### config.mk
export PLATFORM = sky130hd
export DESIGN_NAME = add_accumulator_flat
export DESIGN_NICKNAME = d
export VERILOG_FILES = /design/src/rtl/add_accumulator_if.sv /design/src/rtl/add_accumulator.sv /design/src/flat_wrapper.sv
export SDC_FILE = /design/constraint.sdc
export NUM_CORES = 1
export LEC_CHECK = 0
export ABC_CLOCK_PERIOD_IN_PS = 8400
export BUFFER_PORTS_ARGS = -buffer_cell sky130_fd_sc_hd__buf_2
export CELL_PAD_IN_SITES_DETAIL_PLACEMENT = 0
export CELL_PAD_IN_SITES_GLOBAL_PLACEMENT = 2
export CORE_ASPECT_RATIO = 0.5
export CORE_UTILIZATION = 31
export DETAILED_ROUTE_END_ITERATION = 8
export PLACE_DENSITY_LB_ADDON = 0.1
export SLEW_MARGIN = 20
export SYNTH_ARGS = -nofsm -noshare
export SYNTH_HDL_FRONTEND = slang
export SYNTH_SLANG_ARGS = --single-unit
### constraint.sdc
create_clock -name clk -period 8.4 [get_ports clk]
set_input_delay 0.84 -clock clk [delete_from_list [all_inputs] [get_ports clk]]
set_output_delay 0.84 -clock clk [all_outputs]
set_load 0.1 [all_outputs]
### src/rtl/add_accumulator_if.sv
// ---------------------------------------------------------------------------
// add_accumulator_if
//   Bundles the operand stream (input side) and the packet-result stream
//   (output side) of the add_accumulator into one interface.
//
//   Signals
//     in_valid   operand beat valid               (producer -> accumulator)
//     in_ready   accumulator can take a beat       (accumulator -> producer)
//     in_data    operand, NUMBITS wide             (producer -> accumulator)
//     in_last    beat closes the current packet    (producer -> accumulator)
//     out_valid  packet result valid               (accumulator -> consumer)
//     out_ready  consumer takes the result         (consumer -> accumulator)
//     out_sum    packet sum modulo 2^NUMBITS       (accumulator -> consumer)
//     out_carry  sticky unsigned carry-out         (accumulator -> consumer)
//     out_ovf    sticky signed overflow            (accumulator -> consumer)
//     out_count  saturating beat count             (accumulator -> consumer)
//
//   Modports
//     slave   : the accumulator's view
//     master  : the view of whoever feeds operands and drains results
// ---------------------------------------------------------------------------
interface add_accumulator_if #(
    parameter int NUMBITS = 16,
    parameter int CNTBITS = 8
);
    logic               in_valid;
    logic               in_ready;
    logic [NUMBITS-1:0] in_data;
    logic               in_last;
    logic               out_valid;
    logic               out_ready;
    logic [NUMBITS-1:0] out_sum;
    logic               out_carry;
    logic               out_ovf;
    logic [CNTBITS-1:0] out_count;

    modport slave (
        input  in_valid, in_data, in_last, out_ready,
        output in_ready, out_valid, out_sum, out_carry, out_ovf, out_count
    );

    modport master (
        output in_valid, in_data, in_last, out_ready,
        input  in_ready, out_valid, out_sum, out_carry, out_ovf, out_count
    );
endinterface

### src/rtl/add_accumulator.sv
// ---------------------------------------------------------------------------
// add_accumulator
//   Streaming accumulator built around a NUMBITS-bit ripple-carry adder.
//   Operand beats arrive over a valid/ready handshake and are summed until
//   the beat flagged in_last; the packet total, sticky carry / signed
//   overflow flags and a saturating beat count are then presented on a
//   registered valid/ready result port until the consumer takes them.
//
//   Ports
//     clk    in   single clock, all state updates on the rising edge
//     rst_n  in   asynchronous, active-low reset; discards any packet
//     bus    slave modport of add_accumulator_if (operand + result streams)
// ---------------------------------------------------------------------------
module add_accumulator #(
    parameter int NUMBITS = 16,
    parameter int CNTBITS = 8
) (
    input  logic              clk,
    input  logic              rst_n,
    add_accumulator_if.slave  bus
);

    typedef enum logic {
        ACCUM = 1'b0,
        HOLD  = 1'b1
    } state_t;

    state_t             state_q;
    logic               outValid_q;
    logic [NUMBITS-1:0] acc_q;
    logic               carry_q;
    logic               ovf_q;
    logic [CNTBITS-1:0] count_q;

    logic [NUMBITS-1:0] addSum;
    logic               addCarry;
    logic               carry_d;
    logic               ovf_d;
    logic [CNTBITS-1:0] count_d;

    // Ripple-carry adder: the accumulator plus the incoming operand, with a
    // zero carry-in. The carry is threaded bit by bit through a block-local
    // variable so the chain stays a plain combinational cascade.
    always_comb begin : rippleAdd
        logic carryChain;
        addSum     = '0;
        carryChain = 1'b0;
        for (int i = 0; i < NUMBITS; i++) begin
            addSum[i]  = acc_q[i] ^ bus.in_data[i] ^ carryChain;
            carryChain = (acc_q[i] & bus.in_data[i]) |
                         (carryChain & (acc_q[i] ^ bus.in_data[i]));
        end
        addCarry = carryChain;
    end

    // Values the flags and counter take if the current beat is accepted.
    // Signed overflow means both addends shared a sign and the sum did not;
    // the counter sticks at all-ones rather than wrapping.
    always_comb begin
        carry_d = carry_q | addCarry;
        ovf_d   = ovf_q |
                  ((acc_q[NUMBITS-1] == bus.in_data[NUMBITS-1]) &&
                   (addSum[NUMBITS-1] != acc_q[NUMBITS-1]));
        count_d = (count_q == {CNTBITS{1'b1}}) ? count_q
                                                : count_q + CNTBITS'(1);
    end

    // Packet FSM and datapath registers. ACCUM folds every valid beat into
    // the running total and moves to HOLD on the last one; HOLD freezes the
    // result until the consumer accepts it, then clears everything so the
    // next packet starts from zero one cycle later.
    always_ff @(posedge clk or negedge rst_n) begin
        if (!rst_n) begin
            state_q    <= ACCUM;
            outValid_q <= 1'b0;
            acc_q      <= '0;
            carry_q    <= 1'b0;
            ovf_q      <= 1'b0;
            count_q    <= '0;
        end else begin
            case (state_q)
                ACCUM: begin
                    if (bus.in_valid) begin
                        acc_q   <= addSum;
                        carry_q <= carry_d;
                        ovf_q   <= ovf_d;
                        count_q <= count_d;
                        if (bus.in_last) begin
                            state_q    <= HOLD;
                            outValid_q <= 1'b1;
                        end
                    end
                end
                HOLD: begin
                    if (bus.out_ready) begin
                        state_q    <= ACCUM;
                        outValid_q <= 1'b0;
                        acc_q      <= '0;
                        carry_q    <= 1'b0;
                        ovf_q      <= 1'b0;
                        count_q    <= '0;
                    end
                end
                default: begin
                    state_q    <= ACCUM;
                    outValid_q <= 1'b0;
                end
            endcase
        end
    end

    // Every output is taken straight from a register; in_ready is a decode
    // of the state register, so no input feeds an output combinationally.
    assign bus.in_ready  = (state_q == ACCUM);
    assign bus.out_valid = outValid_q;
    assign bus.out_sum   = acc_q;
    assign bus.out_carry = carry_q;
    assign bus.out_ovf   = ovf_q;
    assign bus.out_count = count_q;

endmodule

### src/flat_wrapper.sv
// flat-port wrapper written by rule: the top's interface ports become plain ports
module add_accumulator_flat 
#(
    parameter int NUMBITS = 16,
    parameter int CNTBITS = 8
)
  (clk, rst_n, bus_in_valid, bus_in_data, bus_in_last, bus_out_ready, bus_in_ready, bus_out_valid, bus_out_sum, bus_out_carry, bus_out_ovf, bus_out_count);
  add_accumulator_if #(.NUMBITS(NUMBITS), .CNTBITS(CNTBITS)) bus_i ();
  input  logic clk;
  input  logic rst_n;
  input wire logic [$bits(bus_i.in_valid)-1:0] bus_in_valid;
  input wire logic [$bits(bus_i.in_data)-1:0] bus_in_data;
  input wire logic [$bits(bus_i.in_last)-1:0] bus_in_last;
  input wire logic [$bits(bus_i.out_ready)-1:0] bus_out_ready;
  output wire logic [$bits(bus_i.in_ready)-1:0] bus_in_ready;
  output wire logic [$bits(bus_i.out_valid)-1:0] bus_out_valid;
  output wire logic [$bits(bus_i.out_sum)-1:0] bus_out_sum;
  output wire logic [$bits(bus_i.out_carry)-1:0] bus_out_carry;
  output wire logic [$bits(bus_i.out_ovf)-1:0] bus_out_ovf;
  output wire logic [$bits(bus_i.out_count)-1:0] bus_out_count;
  assign bus_i.in_valid = bus_in_valid;
  assign bus_i.in_data = bus_in_data;
  assign bus_i.in_last = bus_in_last;
  assign bus_i.out_ready = bus_out_ready;
  assign bus_in_ready = bus_i.in_ready;
  assign bus_out_valid = bus_i.out_valid;
  assign bus_out_sum = bus_i.out_sum;
  assign bus_out_carry = bus_i.out_carry;
  assign bus_out_ovf = bus_i.out_ovf;
  assign bus_out_count = bus_i.out_count;
  add_accumulator #(.NUMBITS(NUMBITS), .CNTBITS(CNTBITS)) u_core (.clk(clk), .rst_n(rst_n), .bus(bus_i));
endmodule
After elaboration in Yosys (flattened, before gate mapping). Cells that the tools add are included.

Register bits after elaboration: 28. Input port bits: 21. Output and inout bits: 28.

$add $sub $neg: 1. Equal/unequal tests: 7. Muxes and demuxes: 19. Bitwise operators: 80. Reduce and logical (&&, ||, !) cells: 4.

Operators with widths (number): 16-bit 2-to-1 mux (2); 16-bit case mux with 2 select lines (1); 1-bit bitwise AND (31); 1-bit bitwise XOR (31); 8-bit 2-to-1 mux (3); 1-bit bitwise OR (17); 8-bit case mux with 2 select lines (1); 8-bit by 1-bit adder with 8-bit output, second input constant (1); 8-bit == test, second input constant (1); 1-bit 2-to-1 mux (8); 2-bit != test, second input constant (4); 1-bit case mux with 2 select lines (4); 3-bit AND reduction (2); 2-bit AND reduction (1); 1-bit == test (1); 1-bit logical AND (1); 1-bit != test (1); 1-bit NOT (1).

Logic depth before layout (Yosys ltp).
Depth after elaboration: 35. Gate-level depth with buffers: 23. Depth with buffers taken out: 23.

Worst setup path before layout. Ideal clock, no wire load.

Kind: reg-to-reg. Start point: reg u_core.acc_q[0] (netlist: u_core.bus.out_sum[0]). End point: reg u_core.ovf_q (netlist: u_core.bus.out_ovf). Library setup time: 0.078 ns. Data arrival time: 7.310 ns. Slack: 1.012 ns. Cell stages (with the launch flop): 24. Path buffers: 0. Period minus slack after synthesis: 7.388 ns. Cell sequence: dfrtp_1 -> ha_1 -> inv_1 -> fa_1 -> fa_1 -> fa_1 -> fa_1 -> fa_1 -> fa_1 -> fa_1 -> fa_1 -> fa_1 -> fa_1 -> fa_1 -> fa_1 -> inv_1 -> fa_1 -> inv_1 -> fa_1 -> fa_1 -> xor2_1 -> nor3_1 -> nor2_1 -> a21oi_1.

Cells in the longest elaborated chain, start to end: 35.

Ends and longest elaborated chain: start, declared (line add_accumulator.sv:30) `logic [NUMBITS-1:0] acc_q;`; start signal, assigned (line add_accumulator.sv:84) `acc_q <= addSum;`; 1-bit bitwise AND (line add_accumulator.sv:50) `carryChain = (acc_q[i] & bus.in_data[i]) |`; 1-bit bitwise AND (line add_accumulator.sv:51) `(carryChain & (acc_q[i] ^ bus.in_data[i]));`; 1-bit bitwise OR (line add_accumulator.sv:50); 1-bit bitwise AND (line add_accumulator.sv:51); 1-bit bitwise OR (line add_accumulator.sv:50); 1-bit bitwise AND (line add_accumulator.sv:51); 1-bit bitwise OR (line add_accumulator.sv:50); 1-bit bitwise AND (line add_accumulator.sv:51); [... 19 more ...]; 1-bit bitwise AND (line add_accumulator.sv:51); 1-bit bitwise OR (line add_accumulator.sv:50); 1-bit bitwise XOR (line add_accumulator.sv:49) `addSum[i] = acc_q[i] ^ bus.in_data[i] ^ carryChain;`; 1-bit != test (line add_accumulator.sv:63) `(addSum[NUMBITS-1] != acc_q[NUMBITS-1]));`; 1-bit logical AND (line add_accumulator.sv:62) `((acc_q[NUMBITS-1] == bus.in_data[NUMBITS-1]) &&`; 1-bit bitwise OR (line add_accumulator.sv:61) `ovf_d = ovf_q |`; 1-bit 2-to-1 mux (line add_accumulator.sv:83) `if (bus.in_valid) begin`; 1-bit case mux with 2 select lines (line add_accumulator.sv:81) `case (state_q)`; end signal, assigned (line add_accumulator.sv:86) `ovf_q <= ovf_d;`; end, declared (line add_accumulator.sv:32) `logic ovf_q;`.

Every way passes these cells. The select of a mux whose other input is x is not followed. A chain may end at the register's enable or synchronous reset.

Worst setup path after layout.
Start point: in bus_in_data[0]. End point: reg u_core.ovf_q (netlist: u_core.bus.out_ovf).

Cells in the longest elaborated chain, start to end: 35.

Ends and longest elaborated chain: start, declared (line flat_wrapper.sv:12) `input wire logic [$bits(bus_i.in_data)-1:0] bus_in_data;`; 1-bit bitwise AND (line add_accumulator.sv:50); 1-bit bitwise AND (line add_accumulator.sv:51); 1-bit bitwise OR (line add_accumulator.sv:50); 1-bit bitwise AND (line add_accumulator.sv:51); 1-bit bitwise OR (line add_accumulator.sv:50); 1-bit bitwise AND (line add_accumulator.sv:51); 1-bit bitwise OR (line add_accumulator.sv:50); 1-bit bitwise AND (line add_accumulator.sv:51); [... 19 more ...]; 1-bit bitwise AND (line add_accumulator.sv:51); 1-bit bitwise OR (line add_accumulator.sv:50); 1-bit bitwise XOR (line add_accumulator.sv:49); 1-bit != test (line add_accumulator.sv:63); 1-bit logical AND (line add_accumulator.sv:62); 1-bit bitwise OR (line add_accumulator.sv:61); 1-bit 2-to-1 mux (line add_accumulator.sv:83); 1-bit case mux with 2 select lines (line add_accumulator.sv:81).

Every way passes these cells. The select of a mux whose other input is x is not followed.

==> out/qor.txt <==
===============================================================================================
Status                                                                             complete, no violations
HP Class                                                                           flop to flop
Crit Path Class                                                                    input pin to flop
Highest clock rate                                                                   0.1389 GHz
Antenna fix cells                                                                             0
Share of the clock period used by the worst path after layout                            85.72%
Routed vias                                                                                1273
Aggregate global-route resource usage                                                    14.94%
Total core area                                                                        5045 um2
Clock root buffer                                                                  sky130_fd_sc_hd__clkbuf_8
Post-detailed-route DRC marker count                                                          0
Post-Route Setup TNS                                                                       0 ns
HPWL Detailed                                                                           2558 um
Deepest clock path buffer count                                                               2
Vertical die dimension                                                                 53.77 um
Pre-CTS setup slack                                                                   0.8346 ns
Measured slew at the worst slew-check pin                                             0.6628 ns
Design Area, Final                                                                     2021 um2
PortBufs                                                                                     48
Setup slack of the critical path after layout                                          1.200 ns
DRC violation total after the first TritonRoute iteration                                    24
Asr flop ratio synth                                                                     100.0%
Register area                                                                         700.7 um2
Worst slew slack as a fraction of its limit                                              54.87%
Area of combinational cells with multiple inputs                                      805.8 um2
Number of clock buffers inserted by TritonCTS                                                 3
Adder-cell share of the synthesized area                                                 20.33%
Cell count after synthesis                                                                  167
Unique masters post-synth                                                                    31
Highest-count cells in the layout ignoring fill and taps                           sky130_fd_sc_hd__buf_2, sky130_fd_sc_hd__inv_1, sky130_fd_sc_hd__dfrtp_1
Most common cell after layout, fill and taps aside                                 sky130_fd_sc_hd__buf_2
Clock input transition at the sequential cells of the worst setup and hold paths        0.10 ns
Initial antenna violation count                                                               0
DIE AREA                                                                               5675 um2
Required time of the critical path                                                      8.55 ns
Hold Violations, Final                                                                        0
Post-layout net count                                                                       255
Yosys reg bits                                                                               28
Vias in the first global route                                                             1281
Initial standard-cell utilization of the core                                            32.94%
Level count of the clock H-tree                                                               1
Critical path startpoint category                                                     input pin
Layout Utilization                                                                       40.05%
Reg-to-reg setup timing slack                                                           1.43 ns
CTS tree                                                                                  built
Post-synthesis share of cell area spent on and, or, nand and nor gates                   12.05%
Setup-violating endpoint count in the final report                                            0
Post-CTS Setup Inserts                                                                        0
Cell area after placement                                                              1966 um2
Fraction of layout cells with a size suffix above 1                                      26.51%
Mean routed wirelength per cell                                                        12.31 um
Total met2 wirelength after detailed routing                                            1520 um
Clk Latency, worst-skew pair                                                            0.28 ns
First-pass GRT wire length                                                              6403 um
Critical path capture point type                                                           flop
Metal1 wirelength                                                                       1789 um
I/O pin total                                                                                49
Number of synthesized flops with an enable pin                                                0
Netlist area before placement                                                          1662 um2
Maximum fanout count along the critical path                                                  2
First-pass DRT Iterations                                                                     4
Unrepaired setup endpoints after global routing                                           false
CTS hold repair buffers                                                                       0
Synthesized Nets                                                                            206
Pin count of the biggest net entering global routing                                         29
Area grow syn2layout                                                                     21.61%
Top layer in use                                                                           met4
Filler cell count in the final layout                                                       544
RD Place Congestion                                                                      0.7016
XOR/XNOR share of the synthesized area                                                  0.5271%
Hold_sp                                                                            u_core.bus.out_sum[6]
Sink count of the clock tree                                                                 28
Number of instances resized during post-cts repair                                            0
Antenna-violating nets left                                                                   0
Synthesized area per cell                                                             9.950 um2
Predominant post-synthesis flop cell                                               sky130_fd_sc_hd__dfrtp_1
Final Max Slew Viols                                                                          0
Met3 WL                                                                                  175 um
Worst Path Arrival                                                                      7.35 ns
Gr ovfl total                                                                                 0
Share of the synthesized area in compound gates (AO/OA/AOI/OAI)                          13.63%
Worst setup path startpoint                                                        bus_in_data[0]
Wirelength, routed                                                                      3509 um
Worst-case clock skew                                                               0.006408 ns
Number of core rows                                                                          18
Max-capacitance violation count                                                               0
Proportion of synthesized area in mux cells                                              1.958%
Share of the yosys chip area belonging to registers                                      42.17%
Via density per instance                                                                  4.467
Combinational family with the most area after synthesis                             adder cells
Yosys warnings                                                                                0
Width of the chip                                                                      105.5 um
FF-to-FF Start                                                                     u_core.bus.out_sum[0]
Min Tclk post-route                                                                    7.200 ns
===============================================================================================
## path summary, 6_finish.rpt
path	end	cells after the start
worst max-delay path	u_core.bus.out_ovf	24
worst min-delay path	u_core.bus.out_sum[6]	2
worst max register to register	u_core.bus.out_ovf	23
worst min register to register	u_core.bus.out_sum[6]	2
max in group asynchronous	u_core.bus.out_sum[6]	1
min in group asynchronous	u_core.bus.out_valid	1
## area by class of cell
cell class / instances / area share (%)
Multi-Input combinational cell: 100 / 39.88
Timing Repair Buffer: 48 / 11.89
Sequential cell: 28 / 34.67
Clock buffer: 4 / 2.724
Inverter: 35 / 6.502
Tap cell: 70 / 4.334
## per-layer routing
metal	GRT usage, %	vias to the layer above
met5	0	-
met4	4.167	0
met3	3.874	4
li1	-	630
met1	20.83	605
met2	23.36	34
## cells in the mapped netlist (3+ instances only)
cell type,n,area [um2]
sky130_fd_sc_hd__a21oi_1,4,20.02
sky130_fd_sc_hd__dfrtp_1,28,700.7
sky130_fd_sc_hd__fa_1,15,300.3
sky130_fd_sc_hd__ha_1,3,37.54
sky130_fd_sc_hd__inv_1,35,131.4
sky130_fd_sc_hd__nand2_1,22,82.58
sky130_fd_sc_hd__nand3_1,4,20.02
sky130_fd_sc_hd__nor2_1,4,15.01
sky130_fd_sc_hd__nor3_1,3,15.01
sky130_fd_sc_hd__o21ai_0,17,85.08
sky130_fd_sc_hd__o21ai_1,6,30.03
## cell families after synthesis
family                     Yosys count
muxes                                2
AOI/OAI and AO/OA                   37
and+or+nand+nor                     42
buffers and inverters               39
xor gates and xnor gates             1
adders and majority gates           18
DFF                                 28
## critical path: stages
cell                      delay, ns
sky130_fd_sc_hd__buf_2         0.08
sky130_fd_sc_hd__ha_1          0.12
sky130_fd_sc_hd__inv_1         0.04
sky130_fd_sc_hd__fa_1          0.38
sky130_fd_sc_hd__fa_1          0.39
sky130_fd_sc_hd__fa_1          0.39
sky130_fd_sc_hd__fa_1          0.38
sky130_fd_sc_hd__fa_1          0.40
sky130_fd_sc_hd__fa_1          0.39
sky130_fd_sc_hd__fa_1          0.40
sky130_fd_sc_hd__fa_1          0.39
sky130_fd_sc_hd__fa_1          0.40
sky130_fd_sc_hd__fa_1          0.41
sky130_fd_sc_hd__fa_1          0.41
sky130_fd_sc_hd__fa_1          0.38
sky130_fd_sc_hd__inv_1         0.08
sky130_fd_sc_hd__fa_1          0.16
sky130_fd_sc_hd__inv_1         0.05
sky130_fd_sc_hd__fa_1          0.39
sky130_fd_sc_hd__fa_1          0.53
sky130_fd_sc_hd__xor2_1        0.15
sky130_fd_sc_hd__nor3_1        0.06
sky130_fd_sc_hd__nor2_1        0.11
sky130_fd_sc_hd__a21oi_1       0.04
## per-stage QoR
step / instances / hold WS [ns]
floorplan: 167 / 0.5444
global placement: 281 / 0.4850
detailed placement: 281 / 0.4951
CTS: 285 / 0.5183
global route: 285 / 0.5491
finish: 285 / 0.5109
## state kept, by name (all words and copies together), names as in the netlist
register and cells:
u_core.bus.out_sum 16, u_core.bus.out_valid 1, u_core.state_q 1, u_core.bus.out_carry 1, u_core.bus.out_count 8, u_core.bus.out_ovf 1
Power is not shown: default switching activity piles up to over one toggle a cycle in this logic, so the estimate is an artifact.
